### config.mk
export PLATFORM = sky130hd
export DESIGN_NAME = mem_port_arbiter
export DESIGN_NICKNAME = d
export VERILOG_FILES = /design/src/rtl/mem_port_arbiter.sv
export SDC_FILE = /design/constraint.sdc
export NUM_CORES = 1
export LEC_CHECK = 0
export ABC_AREA = 1
export BUFFER_PORTS_ARGS = -buffer_cell sky130_fd_sc_hd__buf_2
export CAP_MARGIN = 20
export CORE_AREA = 2 2 105 107
export CTS_BUF_LIST = sky130_fd_sc_hd__clkbuf_2 sky130_fd_sc_hd__clkbuf_4 sky130_fd_sc_hd__clkbuf_8
export CTS_CLUSTER_DIAMETER = 80
export DETAILED_ROUTE_END_ITERATION = 12
export DIE_AREA = 0 0 107 109
export PLACE_DENSITY = 0.57
export SETUP_SLACK_MARGIN = 0.1
export SYNTH_ARGS = -nofsm -noshare
export SYNTH_HDL_FRONTEND = slang
export SYNTH_SLANG_ARGS = --single-unit
### constraint.sdc
create_clock -name clk -period 2.9 [get_ports clk]
set_clock_uncertainty 0.05 [all_clocks]
set_input_delay 0.87 -clock clk [delete_from_list [all_inputs] [get_ports clk]]
set_output_delay 0.87 -clock clk [all_outputs]
set_load 0.005 [all_outputs]
### src/rtl/mem_port_arbiter.sv
// mem_port_arbiter: shares one single-ported memory between fetch and data requesters
// with data priority, bounded fetch starvation and tagged 1-cycle read responses.
module mem_port_arbiter #(
  parameter int STARVE_LIMIT = 4
) (
  input  logic        clk,
  input  logic        rst,
  input  logic        flush,
  input  logic        if_req,
  input  logic [31:0] if_addr,
  output logic        if_gnt,
  output logic        if_rvalid,
  output logic [31:0] if_rdata,
  input  logic        d_req,
  input  logic [3:0]  d_we,
  input  logic [31:0] d_addr,
  input  logic [31:0] d_wdata,
  output logic        d_gnt,
  output logic        d_rvalid,
  output logic [31:0] d_rdata,
  output logic        mem_en,
  output logic [31:0] mem_addr,
  output logic [3:0]  mem_we,
  output logic [31:0] mem_wdata,
  input  logic [31:0] mem_rdata
);
  localparam logic [3:0] LIM = 4'(STARVE_LIMIT);
  logic [3:0] streak;
  logic       if_tag, d_tag, if_ok;
  always_comb begin
    if_ok     = if_req & ~flush & ~rst;
    d_gnt     = d_req & ~rst & ~(if_ok & (streak == LIM));
    if_gnt    = if_ok & ~d_gnt;
    mem_en    = if_gnt | d_gnt;
    mem_addr  = d_gnt ? d_addr : (if_gnt ? if_addr : '0);
    mem_we    = d_gnt ? d_we : '0;
    mem_wdata = d_gnt ? d_wdata : '0;
  end
  assign if_rvalid = if_tag & ~flush;
  assign d_rvalid  = d_tag;
  assign if_rdata  = mem_rdata;
  assign d_rdata   = mem_rdata;
  // streak only counts data grants that actually made a live fetch wait
  always_ff @(posedge clk or posedge rst) begin
    if (rst) begin
      if_tag <= 1'b0;
      d_tag  <= 1'b0;
      streak <= '0;
    end else begin
      if_tag <= if_gnt;
      d_tag  <= d_gnt & (d_we == 4'd0);
      streak <= (if_gnt | ~if_req | flush) ? 4'd0 : ((d_gnt && streak < LIM) ? streak + 4'd1 : streak);
    end
  end
endmodule

# Word level (Yosys, flattened, before mapping)

Cells that the tools add are included.

Logic and storage cells: 31
Output and inout bits: 137
Register bits: 6

$lt $le $gt $ge: 1
Reductions and logical operators: 3
Muxes and demuxes: 6
Add/sub/neg operators: 1
Eq/ne operators: 1
Bitwise operators: 16

Operator list:

| kind                | count |
|---|---|
| $mux 32             | 3 |
| $mux 4              | 3 |
| $and 1x1->1         | 8 |
| $not 1->1           | 5 |
| $add 4x1->4 const B | 1 |
| $eq 4x3->1 const B  | 1 |
| $logic_not 4->1     | 1 |
| $lt 4x3->1 const B  | 1 |
| $or 1x1->1          | 3 |
| $reduce_bool 2->1   | 1 |
| $logic_and 1x1->1   | 1 |

# Longest topological paths before layout

Gate-level depths: netlist (run 1).

Word-level depth: 11
Gate-level depth with buffers: 7
Depth with buffers taken out: 6

# Worst setup path after synthesis (run 1)

Ideal clock, no wire load.

Path type: input-to-output
From: in rst
To: out mem_addr[12]
Stages on the path: 6
Arrival: 1.716 ns
Slack: 0.264 ns
Path through: inv_1 -> nand3_1 -> a21oi_4 -> buf_4 -> nand2_1 -> nand2_1

Longest elaborated chain between the ends: 9
Elaborated cells on any way between the ends: 10

RTL lines:

| item        | RTL line | text |
|---|---|---|
| from (decl) | 7        | `input logic rst,` |
| $not 1->1 * | 31, 32   |  |
| $and 1x1->1 | 31       | `if_ok = if_req & ~flush & ~rst;` |
| $and 1x1->1 | 32       | `d_gnt = d_req & ~rst & ~(if_ok & (streak == LIM));` |
| $not 1->1   | 32       |  |
| $and 1x1->1 | 32       |  |
| $not 1->1   | 33       | `if_gnt = if_ok & ~d_gnt;` |
| $and 1x1->1 | 33       |  |
| $mux 32     | 35       | `mem_addr = d_gnt ? d_addr : (if_gnt ? if_addr : '0);` |
| $mux 32 *   | 35       |  |
| to (decl)   | 22       | `output logic [31:0] mem_addr,` |

Mark *: on every way between the ends. The rest lies on a longest branch, timed or not.

# Worst setup path after layout (run 1)

From: in rst
To: out mem_addr[9]

Same word-level chain as after synthesis.

==> impl_results.md, run 1 <==
* Most instantiated library cell after synthesis: nand2_1
* Crit-path max cell delay at 0.19 ns
* Die area at 11700 µm²
* Slew @ Worst Pin at 0.216 ns
* DIE WIDTH at 107 µm
* Min-delay worst type: reg2reg
* Internal power at 0.000291 W
* Sw frac at 0.318
* All-Layer GR Usage at 0.0809
* Power share of the clock group at 0.286
* Leakage power at 1.60 nW
* Worst Path Required at 1.98 ns
* Fin. Hold Viols at 0
* Flop pwr share at 0.203
* Critical Path Start: rst
* Synth area leader: buf_4
* Endpoint type of the worst setup path: primary output
* Combinational share of power at 0.511
* Cts bufs inserted at 3
* Fill cell count at 1236
* Vias per inst at 3.60
* Unrepaired setup endpoints after global routing: yes
* Drt wl/cell at between 10 and 15 µm
* Cell row count at 38
* Final Wtd Congestion at 0.797
* Hold_buf cts at 0
* Crit path DAT at 1.85 ns
* Routed vias at 1956
* Period utilization at 0.954
* CP max FO at 9
* DRT antenna net count at 0
* Max_slew headroom at 0.856
* Initial antenna violation count at 1
* Worst hold margin at 0.486 ns
* Clock tree buffer depth at 2
* Worst r2r src: streak[0]
* Footprint of the multi-input gates at roughly 710 µm²
* Clk Latency, worst-skew pair at ~0.22 ns
* Vias in the first global route at 1735
* Mapped cell area at 1610 µm²
* Global route total overflow at 0
* Cell area after layout at 2270 µm²
* Peak supply drop at 0.0954 mV
* Pins Over Slew Limit at 0
* Clock transition at path regs at 0.03 ns
* Library cells used by synthesis at 17
* FMAX at 361 MHz
* Largest net degree at the start of global routing at 40
* Crit path time final at 2.77 ns
* H-tree depth at 1
* Flops & latches, synth at 6
* Nets at around 550
* Clock root cell: clkbuf_8
* CP Class: in2out
* Status: finished, final reports clean
* Initial cell density of the core at 0.152
* Initial DRC Count at 83
* Largest cells by area after synthesis: buf_4 31%, nand2_1 17%, inv_1 11%, nand3_1 11%, nor2_1 9.8%
* Fraction of layout cells with a size suffix above 1 at 0.485
* Port bufs at 177
* IO Pins at 274
* Synthesis-to-finish area growth at 41.0%
* Avg Cell Area, Syn at 5.51 µm²
* Final setup TNS at 0 ns
* # setup viols final at 0
* Hold path startpoint: streak[3]
* Synth cell count leaders: 72 x nand2_1, 66 x buf_4, 47 x inv_1
* Core area at 10600 µm²
* Setup ws final at approximately 0.13 ns
* Asr flop ratio synth at 1.00
* Number of max-cap violations at 0
* Worst slack, placed at 0.111 ns
* Post-Syn Instances at a little under 300
* Antenna cells at 0
* Crit path launch type: primary input
* Syn Nets at 431
* Pre-antenna DRT Iters at 4
* First-pass GRT wire length at 7.68 mm
* Pwr dens at 188 nW/µm²
* Switching power at 0.000135 W
* Post-CTS setup buffer count at 0
* Crit-path slowest cell: buf_4
* CP delay by family, top: buffers and inverters
* Total Wirelength at 5.49 mm
* Placement Cell Area at 2190 µm²
* EDFF count, synth at 0
* Total clock sinks at 6
* Top FF cell, synth: dfrtp_1
* Buf/Inv on CP at 4
* Critical-path cell list: buf_2 > inv_1 > nand3_1 > a21oi_4 > buf_4 > nand2_1 > nand2_1 > buf_2
* Synth top area share at 0.308
* Chip Height at 109 µm
* CTS tree: built
* Dpl hpwl at between 4 and 5 mm
* Yosys warnings at 0
* DRC violations left at 0
* FF/Latch Area at between 150 and 200 µm²
* Sequential share of the synthesized area at 0.0934
## power by group through the flow
stage | logic [W] | registers (W) | clock network [W]
finish | 0.000218 | 0.0000866 | 0.000122
detailed placement | 0.000214 | 0.0000875 | 0
global placement | 0.000215 | 0.0000875 | 0
floorplan | 0.000157 | 0.0000873 | 0
global route | 0.000245 | 0.0000866 | 0.000132
CTS | 0.000215 | 0.0000866 | 0.000126
## state kept, by name (all words and copies together), names as in the netlist
register	count
d_rvalid	1
if_tag	1
streak	4
## final cells by class
cell class,instances,share of cell area
repair buffers,187,0.446
clock buffers,3,0.0182
multi-input cells,160,0.313
inverters,48,0.0795
well taps,140,0.0773
flip-flops and latches,6,0.0662
## per-stage QoR
stage / utilization / total power (W) / std cells
final: 0.214 / 0.000426 / 544
after global placement: 0.207 / 0.000302 / 540
after detailed placement: 0.207 / 0.000302 / 540
after global routing: 0.214 / 0.000464 / 544
after CTS: 0.211 / 0.000428 / 543
after floorplan: - / 0.000244 / 292
## worst min-delay path, cell delays in order (launching register included)
cell,delay [ns]
dfrtp_1,0.33
inv_2,0.07
nor2_1,0.10
## layer usage
metal	routed length, µm	global-route usage	share of wire	vias up
met4	110	0.0288	0.020	2
met3	527	0.0215	0.096	21
met5	19	0	0.0035	-
li1	-	-	-	1025
met1	2120	0.0861	0.39	805
met2	2710	0.153	0.49	103
## timing repair
item / 4_1_cts / 5_1_grt
endpoints found under the setup margin: 0 / 27
gates resized for setup: 0 / 3
hold endpoints to repair: 0 / 0
## cell usage in the layout (no fill, tap or decap), types with 2 or more instances in the layout
cell type,n
inv_1,47
nand2_1,71
dfrtp_1,6
nor2_1,42
nand4_1,4
ha_1,2
clkbuf_8,3
nand3_1,35
buf_6,2
buf_2,177
buf_4,5
buf_12,2
## kinds of logic (layout without fill, tap and decap cells)
| kind of cell | count (synthesis) | in the layout | synth area share |
|---|---|---|---|
| AOI/OAI and AO/OA | 2 | 2 | 0.0148 |
| adders and majority gates | 2 | 2 | 0.0156 |
| buffers and inverters | 126 | 238 | 0.467 |
| DFF | 6 | 6 | 0.0934 |
| and+or+nand+nor | 156 | 156 | 0.409 |
## worst paths after layout
kind	cells after the start	slack, ns	to
setup / recovery	8	0.13	mem_addr[9]
hold / removal	2	0.49	streak[3]
setup reg to reg	6	1.53	d_rvalid
hold reg to reg	2	0.49	streak[3]
max in group asynchronous	3	2.04	d_rvalid
min in group asynchronous	3	0.64	streak[0]
Note: power is estimated with default switching activity, not from simulation.
==> inputs of run 2 (changes only) <==
--- a/constraint.sdc
+++ b/constraint.sdc
@@ -4,2 +4,2 @@
 set_output_delay 0.87 -clock clk [all_outputs]
-set_load 0.005 [all_outputs]
+set_load 0.05 [all_outputs]
==> run 2 against run 1 <==
- first-iteration DRC count down 22%
- combinational power is 130% higher
- final cell count rose by 0.74%
- clock power barely moved
- critical path type unchanged
==> impl_results.md, run 2 (same netlist as run 1, synthesis figures left out) <==
* Port bufs at 177 (unchanged)
* Fraction of layout cells with a size suffix above 1 at 0.679 (was 0.485)
* Nets at 549 (was 545)
* Crit path time final at 2.82 ns (was 2.77 ns)
* CTS tree: built (unchanged)
* Initial cell density of the core at 0.152 (unchanged)
* Sw frac at 0.483 (was 0.318)
* Vias per inst at 3.70 (was 3.60)
* Number of max-cap violations at 0 (unchanged)
* Placement Cell Area at 2370 µm² (was 2190 µm²)
* Fill cell count at 1185 (was 1236)
* Fin. Hold Viols at 0 (unchanged)
* Cell area after layout at 2980 µm² (was 2270 µm²)
* Pins Over Slew Limit at 0 (unchanged)
* Period utilization at 0.971 (was 0.954)
* Power share of the clock group at 0.173 (was 0.286)
* Cts bufs inserted at 3 (unchanged)
* All-Layer GR Usage at 0.0842 (was 0.0809)
* First-pass GRT wire length at 8.00 mm (was 7.68 mm)
* Most frequent cells in the layout: 135 x buf_2, 44 x inv_1, 35 x nand2_2 (was 177 x buf_2, 71 x nand2_1, 47 x inv_1)
* Chip Height at 109 µm (unchanged)
* Antenna cells at 0 (unchanged)
* DRC violations left at 0 (unchanged)
* Largest net degree at the start of global routing at 38 (was 40)
* Worst Path Required at 1.98 ns (about the same)
* Combinational share of power at 0.704 (was 0.511)
* Status: finished, final reports clean (unchanged)
* Total power at 0.000702 W (was 0.000426 W)
* Initial DRC Count at 65 (was 83)
* Worst Hold End: streak[3] (unchanged)
* Crit path launch type: primary input (unchanged)
* Pre-antenna DRT Iters at 4 (unchanged)
* Internal power at 0.000363 W (was 0.000291 W)
* Unrepaired setup endpoints after global routing: yes (unchanged)
* Slew @ Worst Pin at 0.261 ns (was 0.216 ns)
* H-tree depth at 1 (unchanged)
* Die area at 11700 µm² (unchanged)
* CP Class: in2out (unchanged)
* Max reg flops at 4 (unchanged)
* Peak supply drop at 0.161 mV (was 0.0954 mV)
* Worst r2r path cells at 7 (was 6)
* Clock transition at path regs at 0.03 ns (about the same)
* Min-delay worst type: reg2reg (unchanged)
* Footprint of the multi-input gates at 1000 µm² (was 709 µm²)
* Flop pwr share at 0.123 (was 0.203)
* Pwr dens at 235 nW/µm² (was 188 nW/µm²)
* Dpl hpwl at 4.40 mm (was 4.48 mm)
* Clock tree buffer depth at 2 (unchanged)
* Commonest non-fill, non-tap cell in the layout: buf_2 (unchanged)
* Max_slew headroom at 0.827 (was 0.856)
* Routed vias at 2027 (was 1956)
* # setup viols final at 0 (unchanged)
* Clock root cell: clkbuf_8 (unchanged)
* FF/Latch Area at 150 µm² (unchanged)
* DRT antenna net count at 0 (unchanged)
* Total clock sinks at 6 (unchanged)
* IO Pins at 274 (unchanged)
* Leakage power at 1.75 nW (was 1.60 nW)
* Endpoint type of the worst setup path: primary output (unchanged)
* Clk Latency, worst-skew pair at 0.22 ns (about the same)
* Crit path DAT at 1.90 ns (was 1.85 ns)
* Worst r2r src: streak[0] (unchanged)
* Crit Reg-Reg Endpoint: d_rvalid (unchanged)
* Initial antenna violation count at 0 (was 1)
* Hold Path Depth at 2 (unchanged)
* Drt wl/cell at 11.5 µm (was 10.1 µm)
* R2R setup slack at 1.42 ns (was 1.53 ns)
* CP max FO at 8 (was 9)
* Switching power at 0.000339 W (was 0.000135 W)
* FMAX at 355 MHz (was 361 MHz)
* Global route total overflow at 0 (unchanged)
* Vias in the first global route at 1749 (was 1735)
* Largest register by flop count: streak (unchanged)
* Hold path startpoint: streak[3] (unchanged)
* Cell row count at 38 (unchanged)
* DIE WIDTH at 107 µm (unchanged)
* Final Util at 0.281 (was 0.214)
* Total Wirelength at 6.32 mm (was 5.49 mm)
* Core area at 10600 µm² (unchanged)
* Final Wtd Congestion at 0.773 (was 0.797)
* Synthesis-to-finish area growth at 85.4% (was 41.0%)
## run 2: critical path, stage by stage
cell	delay, ns
buf_4	0.13
inv_2	0.06
nand3_4	0.08
a21oi_4	0.14
buf_12	0.15
clkbuf_16	0.17
nand2_2	0.07
nand2_4	0.07
buf_6	0.15
## run 2: how the worst max path moves through the flow
stage	start	to	slack (ns)	cells past startpoint
6_report	flush	mem_addr[26]	0.08	9
5_1_grt	if_req	mem_wdata[28]	0.04	8
4_1_cts	rst	mem_addr[24]	0.07	8
3_5_place_dp	rst	mem_addr[25]	0.003	8
3_3_place_gp	rst	mem_addr[27]	0.02	8
2_1_floorplan	if_req	mem_wdata[23]	-0.09	7
## run 2: per-layer routing
layer,GRT usage,part of all wire,wire length [µm]
met1,0.0944,0.39,2470
met2,0.152,0.50,3140
met3,0.0215,0.084,531
met4,0.0343,0.027,169
met5,0,0,0
## run 2: power groups by stage
| stage | Sequential [W] | Clock, W | Combinational [W] |
|---|---|---|---|
| after detailed placement | 0.0000875 | 0 | 0.000404 |
| after global routing | 0.0000865 | 0.000133 | 0.000522 |
| after global placement | 0.0000874 | 0 | 0.000402 |
| final | 0.0000865 | 0.000121 | 0.000494 |
| after CTS | 0.0000865 | 0.000126 | 0.000432 |
| after floorplan | 0.0000878 | 0 | 0.000511 |
## run 2: per-stage QoR
| stage | instances | setup TNS [ns] | setup slack [ns] | hold WS [ns] |
|---|---|---|---|---|
| 6_report | 548 | 0 | 0.0838 | 0.501 |
| 5_1_grt | 548 | 0 | 0.0364 | 0.552 |
| 4_1_cts | 543 | 0 | 0.0658 | 0.499 |
| 3_5_place_dp | 538 | 0 | 0.00329 | 0.482 |
| 3_3_place_gp | 538 | 0 | 0.0236 | 0.475 |
| 2_1_floorplan | 292 | -0.710 | -0.0887 | 0.453 |
## run 2: layout make-up
type | count | share of cell area
multi-input combinational | 160 | 0.337
inverter | 48 | 0.0613
tap | 140 | 0.0587
clock buffer | 3 | 0.0138
sequential | 6 | 0.0504
timing repair buffer | 191 | 0.479
## run 2: what timing repair did
item                       in CTS  in global routing
hold buffers                    0                  0
cloned                          1                  4
gates resized for setup        41                 95
pin swaps                       0                  7
buffers inserted                1                  1
setup endpoints to repair      70                 70
